**src/rtl/text_pixel_pipe_pkg.sv**
```systemverilog
// Shared constants and types for the text-mode pixel pipeline.
package text_pkg;

  localparam int CHAR_W      = 8;
  localparam int CHAR_H      = 16;
  localparam int H_CHARS_DEF = 80;
  localparam int V_CHARS_DEF = 30;
  localparam int COORD_W     = 10;
  localparam int CHAR_AW     = 12;
  localparam int FONT_AW     = 12;

  typedef logic [11:0] rgb444_t;

  // Per-pixel attributes that travel alongside the memory lookups.
  typedef struct packed {
    logic [3:0] glyphRow;
    logic [2:0] bitIdx;
    logic       cursorHit;
    logic       inRange;
    logic       videoOn;
    logic       hsync;
    logic       vsync;
  } pix_meta_t;

endpackage

```
**src/rtl/text_pixel_pipe_if.sv**
```systemverilog
// Bundle of timing sideband, memory ports, cursor/colour controls and pixel output.
interface text_pixel_pipe_if;
  import text_pkg::*;

  logic [COORD_W-1:0] pixel_x;
  logic [COORD_W-1:0] pixel_y;
  logic               video_on;
  logic               hsync_in;
  logic               vsync_in;
  logic [CHAR_AW-1:0] char_addr;
  logic [7:0]         char_code;
  logic [FONT_AW-1:0] font_addr;
  logic [7:0]         font_data;
  logic [6:0]         cursor_col;
  logic [4:0]         cursor_row;
  rgb444_t            fg_color;
  rgb444_t            bg_color;
  rgb444_t            rgb;
  logic               hsync_out;
  logic               vsync_out;
  logic               video_on_out;

  modport slave (
    input  pixel_x, pixel_y, video_on, hsync_in, vsync_in,
    input  char_code, font_data, cursor_col, cursor_row, fg_color, bg_color,
    output char_addr, font_addr, rgb, hsync_out, vsync_out, video_on_out
  );

  modport master (
    output pixel_x, pixel_y, video_on, hsync_in, vsync_in,
    output char_code, font_data, cursor_col, cursor_row, fg_color, bg_color,
    input  char_addr, font_addr, rgb, hsync_out, vsync_out, video_on_out
  );

endinterface

```
**src/rtl/text_pixel_pipe_cursor_blink.sv**
```systemverilog
// Cursor blink generator: counts vsync falling edges, toggles phase every BLINK_FRAMES.
module cursor_blink #(
  parameter int BLINK_FRAMES = 32
) (
  input  logic clk,
  input  logic rst_n,
  input  logic vsync_in,
  output logic phase
);

  localparam int CNT_W = (BLINK_FRAMES > 1) ? $clog2(BLINK_FRAMES) : 1;

  logic             r_vsPrev;
  logic [CNT_W-1:0] r_count;
  logic             r_phase;
  logic             w_fall;

  assign w_fall = r_vsPrev & ~vsync_in;
  assign phase  = r_phase;

  always_ff @(posedge clk or negedge rst_n) begin
    if (!rst_n) begin
      r_vsPrev <= 1'b0;
      r_count  <= '0;
      r_phase  <= 1'b0;
    end else begin
      r_vsPrev <= vsync_in;
      if (w_fall) begin
        if (r_count == CNT_W'(BLINK_FRAMES - 1)) begin
          r_count <= '0;
          r_phase <= ~r_phase;
        end else begin
          r_count <= r_count + CNT_W'(1);
        end
      end
    end
  end

endmodule

```
**src/rtl/text_pixel_pipe.sv**
```systemverilog
// Text-mode pixel pipeline: cell address, glyph fetch and colour selection with a
// blinking underline cursor; rgb and sideband appear 3 cycles after the coordinates.
module text_pixel_pipe
  import text_pkg::*;
#(
  parameter int H_CHARS      = H_CHARS_DEF,
  parameter int V_CHARS      = V_CHARS_DEF,
  parameter int BLINK_FRAMES = 32
) (
  input logic clk,
  input logic rst_n,
  text_pixel_pipe_if.slave io_pix
);

  localparam int X_LIMIT = CHAR_W * H_CHARS;
  localparam int Y_LIMIT = CHAR_H * V_CHARS;

  logic [6:0]         w_col;
  logic [5:0]         w_row;
  logic               w_inRange;
  logic [CHAR_AW-1:0] w_charAddr;
  pix_meta_t          w_s1Next;
  logic               w_phase;
  logic               w_bit;
  rgb444_t            w_rgb;

  logic [CHAR_AW-1:0] r_charAddr;
  pix_meta_t          r_s1;
  pix_meta_t          r_s2;
  pix_meta_t          r_s3;
  rgb444_t            r_rgb;
  logic               r_hsync;
  logic               r_vsync;
  logic               r_videoOn;

  always_comb begin
    w_col      = io_pix.pixel_x[9:3];
    w_row      = io_pix.pixel_y[9:4];
    w_inRange  = (32'(io_pix.pixel_x) < X_LIMIT) && (32'(io_pix.pixel_y) < Y_LIMIT);
    w_charAddr = '0;
    if (w_inRange) begin
      w_charAddr = CHAR_AW'(w_row) * CHAR_AW'(H_CHARS) + CHAR_AW'(w_col);
    end
    w_s1Next           = '0;
    w_s1Next.glyphRow  = io_pix.pixel_y[3:0];
    w_s1Next.bitIdx    = io_pix.pixel_x[2:0];
    w_s1Next.cursorHit = (w_col == io_pix.cursor_col) && (w_row == {1'b0, io_pix.cursor_row});
    w_s1Next.inRange   = w_inRange;
    w_s1Next.videoOn   = io_pix.video_on;
    w_s1Next.hsync     = io_pix.hsync_in;
    w_s1Next.vsync     = io_pix.vsync_in;
  end

  // s2 lines up with char_code from the text RAM, s3 with font_data from the font ROM.
  always_ff @(posedge clk or negedge rst_n) begin
    if (!rst_n) begin
      r_charAddr <= '0;
      r_s1       <= '0;
      r_s2       <= '0;
      r_s3       <= '0;
    end else begin
      r_charAddr <= w_charAddr;
      r_s1       <= w_s1Next;
      r_s2       <= r_s1;
      r_s3       <= r_s2;
    end
  end

  assign io_pix.char_addr = r_charAddr;
  assign io_pix.font_addr = {io_pix.char_code, r_s2.glyphRow};

  cursor_blink #(
    .BLINK_FRAMES(BLINK_FRAMES)
  ) u_blink (
    .clk     (clk),
    .rst_n   (rst_n),
    .vsync_in(io_pix.vsync_in),
    .phase   (w_phase)
  );

  // The cursor is drawn as an inverted underline on the bottom two glyph rows.
  always_comb begin
    w_bit = io_pix.font_data[3'd7 - r_s3.bitIdx];
    if (r_s3.cursorHit && w_phase && (r_s3.glyphRow >= 4'd14)) begin
      w_bit = ~w_bit;
    end
    w_rgb = 12'h000;
    if (r_s3.videoOn && r_s3.inRange) begin
      w_rgb = w_bit ? io_pix.fg_color : io_pix.bg_color;
    end
  end

  always_ff @(posedge clk or negedge rst_n) begin
    if (!rst_n) begin
      r_rgb     <= '0;
      r_hsync   <= 1'b0;
      r_vsync   <= 1'b0;
      r_videoOn <= 1'b0;
    end else begin
      r_rgb     <= w_rgb;
      r_hsync   <= r_s3.hsync;
      r_vsync   <= r_s3.vsync;
      r_videoOn <= r_s3.videoOn;
    end
  end

  assign io_pix.rgb          = r_rgb;
  assign io_pix.hsync_out    = r_hsync;
  assign io_pix.vsync_out    = r_vsync;
  assign io_pix.video_on_out = r_videoOn;

endmodule

```
**src/flat_wrapper.sv**
```systemverilog
// flat-port wrapper written by rule: the top's interface ports become plain ports
module text_pixel_pipe_flat import text_pkg::*;
#(
  parameter int H_CHARS      = H_CHARS_DEF,
  parameter int V_CHARS      = V_CHARS_DEF,
  parameter int BLINK_FRAMES = 32
)
  (clk, rst_n, io_pix_pixel_x, io_pix_pixel_y, io_pix_video_on, io_pix_hsync_in, io_pix_vsync_in, io_pix_char_code, io_pix_font_data, io_pix_cursor_col, io_pix_cursor_row, io_pix_fg_color, io_pix_bg_color, io_pix_char_addr, io_pix_font_addr, io_pix_rgb, io_pix_hsync_out, io_pix_vsync_out, io_pix_video_on_out);
  text_pixel_pipe_if io_pix_i ();
  input logic clk;
  input logic rst_n;
  input wire logic [$bits(io_pix_i.pixel_x)-1:0] io_pix_pixel_x;
  input wire logic [$bits(io_pix_i.pixel_y)-1:0] io_pix_pixel_y;
  input wire logic [$bits(io_pix_i.video_on)-1:0] io_pix_video_on;
  input wire logic [$bits(io_pix_i.hsync_in)-1:0] io_pix_hsync_in;
  input wire logic [$bits(io_pix_i.vsync_in)-1:0] io_pix_vsync_in;
  input wire logic [$bits(io_pix_i.char_code)-1:0] io_pix_char_code;
  input wire logic [$bits(io_pix_i.font_data)-1:0] io_pix_font_data;
  input wire logic [$bits(io_pix_i.cursor_col)-1:0] io_pix_cursor_col;
  input wire logic [$bits(io_pix_i.cursor_row)-1:0] io_pix_cursor_row;
  input wire logic [$bits(io_pix_i.fg_color)-1:0] io_pix_fg_color;
  input wire logic [$bits(io_pix_i.bg_color)-1:0] io_pix_bg_color;
  output wire logic [$bits(io_pix_i.char_addr)-1:0] io_pix_char_addr;
  output wire logic [$bits(io_pix_i.font_addr)-1:0] io_pix_font_addr;
  output wire logic [$bits(io_pix_i.rgb)-1:0] io_pix_rgb;
  output wire logic [$bits(io_pix_i.hsync_out)-1:0] io_pix_hsync_out;
  output wire logic [$bits(io_pix_i.vsync_out)-1:0] io_pix_vsync_out;
  output wire logic [$bits(io_pix_i.video_on_out)-1:0] io_pix_video_on_out;
  assign io_pix_i.pixel_x = io_pix_pixel_x;
  assign io_pix_i.pixel_y = io_pix_pixel_y;
  assign io_pix_i.video_on = io_pix_video_on;
  assign io_pix_i.hsync_in = io_pix_hsync_in;
  assign io_pix_i.vsync_in = io_pix_vsync_in;
  assign io_pix_i.char_code = io_pix_char_code;
  assign io_pix_i.font_data = io_pix_font_data;
  assign io_pix_i.cursor_col = io_pix_cursor_col;
  assign io_pix_i.cursor_row = io_pix_cursor_row;
  assign io_pix_i.fg_color = io_pix_fg_color;
  assign io_pix_i.bg_color = io_pix_bg_color;
  assign io_pix_char_addr = io_pix_i.char_addr;
  assign io_pix_font_addr = io_pix_i.font_addr;
  assign io_pix_rgb = io_pix_i.rgb;
  assign io_pix_hsync_out = io_pix_i.hsync_out;
  assign io_pix_vsync_out = io_pix_i.vsync_out;
  assign io_pix_video_on_out = io_pix_i.video_on_out;
  text_pixel_pipe #(.H_CHARS(H_CHARS), .V_CHARS(V_CHARS), .BLINK_FRAMES(BLINK_FRAMES)) u_core (.clk(clk), .rst_n(rst_n), .io_pix(io_pix_i));
endmodule
```
**config.mk**
```make
export PLATFORM = sky130hd
export DESIGN_NAME = text_pixel_pipe_flat
export DESIGN_NICKNAME = d
export VERILOG_FILES = /design/src/rtl/text_pixel_pipe_pkg.sv /design/src/rtl/text_pixel_pipe_if.sv /design/src/rtl/text_pixel_pipe_cursor_blink.sv /design/src/rtl/text_pixel_pipe.sv /design/src/flat_wrapper.sv
export SDC_FILE = /design/constraint.sdc
export NUM_CORES = 1
export LEC_CHECK = 0
export ABC_CLOCK_PERIOD_IN_PS = 2500
export CORE_MARGIN = 2
export CORE_UTILIZATION = 45
export CTS_CLUSTER_SIZE = 16
export DETAILED_ROUTE_END_ITERATION = 8
export GPL_ROUTABILITY_DRIVEN = 0
export PLACE_DENSITY = 0.8
export SLEW_MARGIN = 20
export SYNTH_ARGS = -nofsm -noshare
export SYNTH_HDL_FRONTEND = slang
export SYNTH_HIERARCHICAL = 1
export SYNTH_SLANG_ARGS = --single-unit
export TNS_END_PERCENT = 10
```
**constraint.sdc**
```tcl
create_clock -name clk -period 2.5 [get_ports clk]
set_clock_uncertainty 0.2 [all_clocks]
set_input_delay 0.375 -clock clk [delete_from_list [all_inputs] [get_ports clk]]
set_output_delay 0.375 -clock clk [all_outputs]
set_load 0.005 [all_outputs]
```
After elaboration in Yosys (flattened, before gate mapping)
Index checks and enable logic that the tools add are counted.
W data, S select, Z words.

operators by class
  bitwise gates (word level) = 4
  $add $sub $neg = 3
  reductions and logical operators = 6
  muxes and demuxes = 7
  $lt $le $gt $ge = 4
  multiply operators = 1
  eq/ne operators = 3

operators with widths
  cell                    number
  $mux W12                3
  $add A12 B7 Y12         1
  $lt A10 B10 Y1 const B  1
  $lt A10 B9 Y1 const B   1
  $mul A6 B3 Y8 const B   1
  $eq A7 B7 Y1            1
  $eq A6 B5 Y1            1
  $add A5 B1 Y5 const B   1
  $eq A5 B5 Y1 const B    1
  $logic_and A1 B1 Y1     5
  $mux W5                 1
  $ge A4 B4 Y1 const B    1
  $lt A3 B4 Y1 const B    1
  $bmux W1 S3             1
  $not A1 Y1              3
  $sub A3 B3 Y3 const A   1
  $mux W1                 2
  $reduce_and A2 Y1       1
  $and A1 B1 Y1           1

word-level totals
  register bits after elaboration = 69
  input bits = 77
  logic and storage cells = 56

Logic depth before layout (Yosys ltp)
  word-level depth = 7
  gate-level depth with buffers = 8
  gate-level depth less buffers = 8

Modules after synthesis
The synthesis kept the hierarchy.

modules (own cells, without submodules)
  module           times used  cells an instance  sequential area each (sq um)  area each (sq um)
  text_pixel_pipe  1           286                1551.5                        3020.4
  cursor_blink     1           31                 175.2                         332.8

Worst setup path before layout
No wires, ideal clock.

  path kind = input -> register
  start = in io_pix_pixel_y[5]
  end = reg u_core.r_charAddr[11], in the netlist u_core/io_pix.char_addr[11]
  arrival = 2143 ps
  required time = 2175 ps
  path buffers = 0
  stages = 8
  path slack = 33 ps
  cell sequence = ha_1 > ha_1 > inv_1 > fa_1 > nand3b_1 > o21ai_0 > nand4_1 > mux2_2

between the ends
  cells in the longest elaborated chain, start to end = 3
  elaborated cells on any way between the ends = 5
  classes of those cells = add/sub (1); mul (1); order compare (1); mux (1); reduce/logical (1)

ends and longest elaborated chain
  item                                                    RTL line                                      source
  from (decl)                                             flat_wrapper.sv:13                            input wire logic [$bits(io_pix_i.pixel_y)-1:0] io_pix_pixel_y;
  $mul A6 B3 Y8 or $lt A10 B9 Y1 (tied branches)          text_pixel_pipe.sv:42, text_pixel_pipe.sv:39
  $add A12 B7 Y12 or $logic_and A1 B1 Y1 (tied branches)  text_pixel_pipe.sv:42, text_pixel_pipe.sv:39
  $mux W12 *                                              text_pixel_pipe.sv:41                         if (w_inRange) begin
  named net u_core.w_charAddr[11]                         text_pixel_pipe.sv:21                         logic [CHAR_AW-1:0] w_charAddr;
  to (signal assigned)                                    text_pixel_pipe.sv:62                         r_charAddr <= w_charAddr;
  to (decl)                                               text_pixel_pipe.sv:27                         logic [CHAR_AW-1:0] r_charAddr;

The timed path passes the listed nets; every way through them passes the cells marked *.
A chain may end at the register's enable or synchronous reset.

Worst setup path in the final report
  start = in io_pix_pixel_y[4]
  end = reg u_core.r_charAddr[11], in the netlist u_core/io_pix.char_addr[11]

The elaborated chain is that of the path after synthesis.

==> impl_metrics.env <==
export IMPL_design_die_area_mm2=0.008158
export IMPL_post_synth_cell_area_avg_um2=10.58
export IMPL_postPlaceCellArea_mm2=0.004437
export IMPL_via_per_inst=5.316
export IMPL_yosys_area_top_type_share_pct=51.49
export IMPL_power_density_mw_per_mm2=608.7
export IMPL_max_clock_path_buffers=2
export IMPL_grt_start_max_net_pins=70
export IMPL_final_core_util_pct=64.95
export IMPL_synth_lib_cells_used_distinct=43
export IMPL_grt_first_pass_wirelength_mm=13.08
export IMPL_p_int_mw=2.165
export IMPL_ys_warn_count=6
export IMPL_drt_iter0_drc=163
export IMPL_root_buffer="sky130_fd_sc_hd__clkbuf_8"
export IMPL_syn2layout_area_growth_pct=40.49
export IMPL_synth_edff_count=0
export IMPL_cts_max_level=3
export IMPL_final_nets=513
export IMPL_leakagePower_nw=2.079
export IMPL_final_critical_path_setup_slack_ps=73.05
export IMPL_flip_flop_and_latch_count_after_synthesis=69
export IMPL_p_sw_share_pct=24.52
export IMPL_final_setup_viol_count=0
export IMPL_postRouteAntennaNets=0
export IMPL_design_core_area_mm2=0.007253
export IMPL_most_frequently_used_flop_master_after_synthesis="sky130_fd_sc_hd__dfrtp_1"
export IMPL_dpl_hpwl_mm=5.580
export IMPL_seq_area_frac_synth_pct=51.49
export IMPL_required_ps=2520
export IMPL_timing_fmax_mhz=412.0
export IMPL_antenna_violations_before_repair=0
export IMPL_fin_setup_tns_ps=0
export IMPL_dpl_worst_slack_ps=-455.7
export IMPL_timing_hold_violations_final=0
export IMPL_sequentialPowerShare_pct=44.1
export IMPL_initial_utilization_pct=46.23
export IMPL_grt_pass1_vias=2810
export IMPL_switching_power_mw=0.7030
export IMPL_syn_nets=409
export IMPL_worstPathMaxFanout=3
export IMPL_floorplan_die_width_um=90.32
export IMPL_slew_violations=0
export IMPL_async_reset_ff_share_pct=100.0
export IMPL_clkSlewWorstSetupHoldPaths_ps=80
export IMPL_placedCellCount=508
export IMPL_remaining_drc_errors=0
export IMPL_layout_cell_area_non_filler_mm2=0.004711
export IMPL_antenna_diode_count=0
export IMPL_outcome="finished clean"
export IMPL_die_height_um=90.32
export IMPL_grt_usage_pct=19.83
export IMPL_final_layout_size_suffix_gt1_share_pct=13.62
export IMPL_maxCapViolations=0
export IMPL_std_cell_rows=31
export IMPL_cts_sinks=69
export IMPL_final_period_utilization_pct=97.08
export IMPL_slew_limit_headroom_pct=44.20
export IMPL_routed_wire_length_mm=7.869
export IMPL_yosys_area_top_type="sky130_fd_sc_hd__dfrtp_1"
export IMPL_wire_per_inst_um=14.99
export IMPL_class_of_the_tightest_hold_or_removal_check="register to register"
export IMPL_yosys_top_cells_area="sky130_fd_sc_hd__dfrtp_1, sky130_fd_sc_hd__ha_1, sky130_fd_sc_hd__a21oi_1"
export IMPL_boundaryPins=116
export IMPL_synth_area_mm2=0.003353
export IMPL_arrival_ps=2440
export IMPL_postSynthCellCount=317
export IMPL_cts_repair_timing_setup_buffer_count=0
export IMPL_tritoncts_num_buffers=9
export IMPL_worst_setup_path_end_kind="register"
export IMPL_layout_filler_cells=595
export IMPL_dr_pass1_iters=4
export IMPL_power_frac_comb_pct=18.7
export IMPL_count_of_placed_standard_cells_in_the_final_layout_fillers_left_out=525
export IMPL_clk_latency_ps=340
export IMPL_worst_slew_pin_slew_ps=837.0
export IMPL_route_vias_total=2791
export IMPL_period_needed_ps=2427
export IMPL_critPathLaunchType="input port"
export IMPL_crit_type="input port to register"
export IMPL_vdd_ir_drop_max_uv=327.7
export IMPL_grt_remaining_overflow=0
export IMPL_io_buffers=99
export IMPL_synth_top_cells_by_count="sky130_fd_sc_hd__dfrtp_1, sky130_fd_sc_hd__a21oi_1, sky130_fd_sc_hd__nor3_1, sky130_fd_sc_hd__nand3_1, sky130_fd_sc_hd__nand2_1"
export IMPL_tritoncts="built"
export IMPL_synth_most_common_cell="sky130_fd_sc_hd__dfrtp_1"
export IMPL_pwr_share_clk_pct=37.2
[power groups by stage]
stage	combinational, mW	clock (mW)	sequential, mW
floorplan	0.254	0	1.26
global placement	0.513	0	1.28
detailed placement	0.530	0	1.28
CTS	0.539	1.10	1.26
global route	0.587	1.15	1.28
finish	0.537	1.07	1.27
[stage by stage]
stage	hold slack, ps	power [mW]
after floorplan	-120.6	1.519
after global placement	131.6	1.791
after detailed placement	134.7	1.814
after CTS	144.0	2.898
after global routing	153.6	3.010
final	139.1	2.868
[flip-flops by register name (all words and copies together), names as in the netlist]
signal                      cells
u_core/u_blink/phase            1
u_core/io_pix.video_on_out      1
u_core/r_s2                     8
u_core/io_pix.font_addr         4
u_core/io_pix.vsync_out         1
u_core/u_blink/r_vsPrev         1
u_core/r_s3                    11
u_core/r_s1                    12
u_core/io_pix.char_addr        12
u_core/io_pix.hsync_out         1
u_core/io_pix.rgb              12
u_core/u_blink/r_count          5
[logic make-up after synthesis]
family	synth area share [%]
compound gates	11.04
xor+xnor	5.149
fa+ha+maj	6.045
buf+inv	6.903
flops	51.49
mux	2.649
simple gates	16.72
[routing by layer]
metal	global-route usage, %	routed length (µm)
met1	25.21	3199
met2	31.95	3776
met3	5.509	734
met4	8.462	158
met5	0	0
[layout make-up]
| type | count | area (µm²) | share of cell area (%) |
|---|---|---|---|
| Clock inverter | 4 | 77.57 | 1.647 |
| Multi-Input combinational cell | 209 | 1416 | 30.07 |
| Inverter | 10 | 37.54 | 0.7968 |
| Timing Repair Buffer | 122 | 1164 | 24.70 |
| Clock buffer | 12 | 165.2 | 3.506 |
| Tap cell | 99 | 123.9 | 2.629 |
| Sequential cell | 69 | 1727 | 36.65 |
[worst paths after layout]
kind	from	to	slack, ps	cells past startpoint
min reg2reg	u_core/r_s2[6]	u_core/r_s3[6]	140	0
max	io_pix_pixel_y[4]	u_core/io_pix.char_addr[11]	70	9
min in group asynchronous	rst_n	u_core/r_s3[1]	480	2
min	u_core/r_s2[6]	u_core/r_s3[6]	140	0
max reg2reg	u_core/r_s3[10]	u_core/io_pix.rgb[1]	590	4
max in group asynchronous	rst_n	u_core/r_s2[6]	1090	2
[timing repair]
action,4_1_cts,5_1_grt
hold endpoints to repair,69,0
endpoints found under the setup margin,2,2
resized for setup,5,2
pin swaps,4,3
hold buffers,1,0
[worst max-delay path: stages]
cell	delay [ps]
sky130_fd_sc_hd__clkdlybuf4s50_1	420
sky130_fd_sc_hd__ha_1	200
sky130_fd_sc_hd__ha_1	180
sky130_fd_sc_hd__inv_1	70
sky130_fd_sc_hd__fa_1	430
sky130_fd_sc_hd__nand3b_1	190
sky130_fd_sc_hd__o21ai_2	140
sky130_fd_sc_hd__nand4_1	140
sky130_fd_sc_hd__mux2_2	300
[cell usage in the layout (no fill, tap or decap), types with 6 or more instances in the layout]
| master | count |
|---|---|
| sky130_fd_sc_hd__clkdlybuf4s50_1 | 95 |
| sky130_fd_sc_hd__dfrtp_1 | 69 |
| sky130_fd_sc_hd__a21oi_1 | 26 |
| sky130_fd_sc_hd__nor3_1 | 26 |
| sky130_fd_sc_hd__nand3_1 | 25 |
| sky130_fd_sc_hd__buf_4 | 23 |
| sky130_fd_sc_hd__nand2_1 | 21 |
| sky130_fd_sc_hd__o21ai_0 | 17 |
| sky130_fd_sc_hd__clkbuf_8 | 12 |
| sky130_fd_sc_hd__xnor2_1 | 12 |
| sky130_fd_sc_hd__ha_1 | 12 |
| sky130_fd_sc_hd__o21ai_2 | 11 |
| sky130_fd_sc_hd__inv_1 | 10 |
| sky130_fd_sc_hd__nor2_1 | 8 |
| sky130_fd_sc_hd__and2_1 | 6 |
Note: power is estimated with default switching activity, not from simulation.
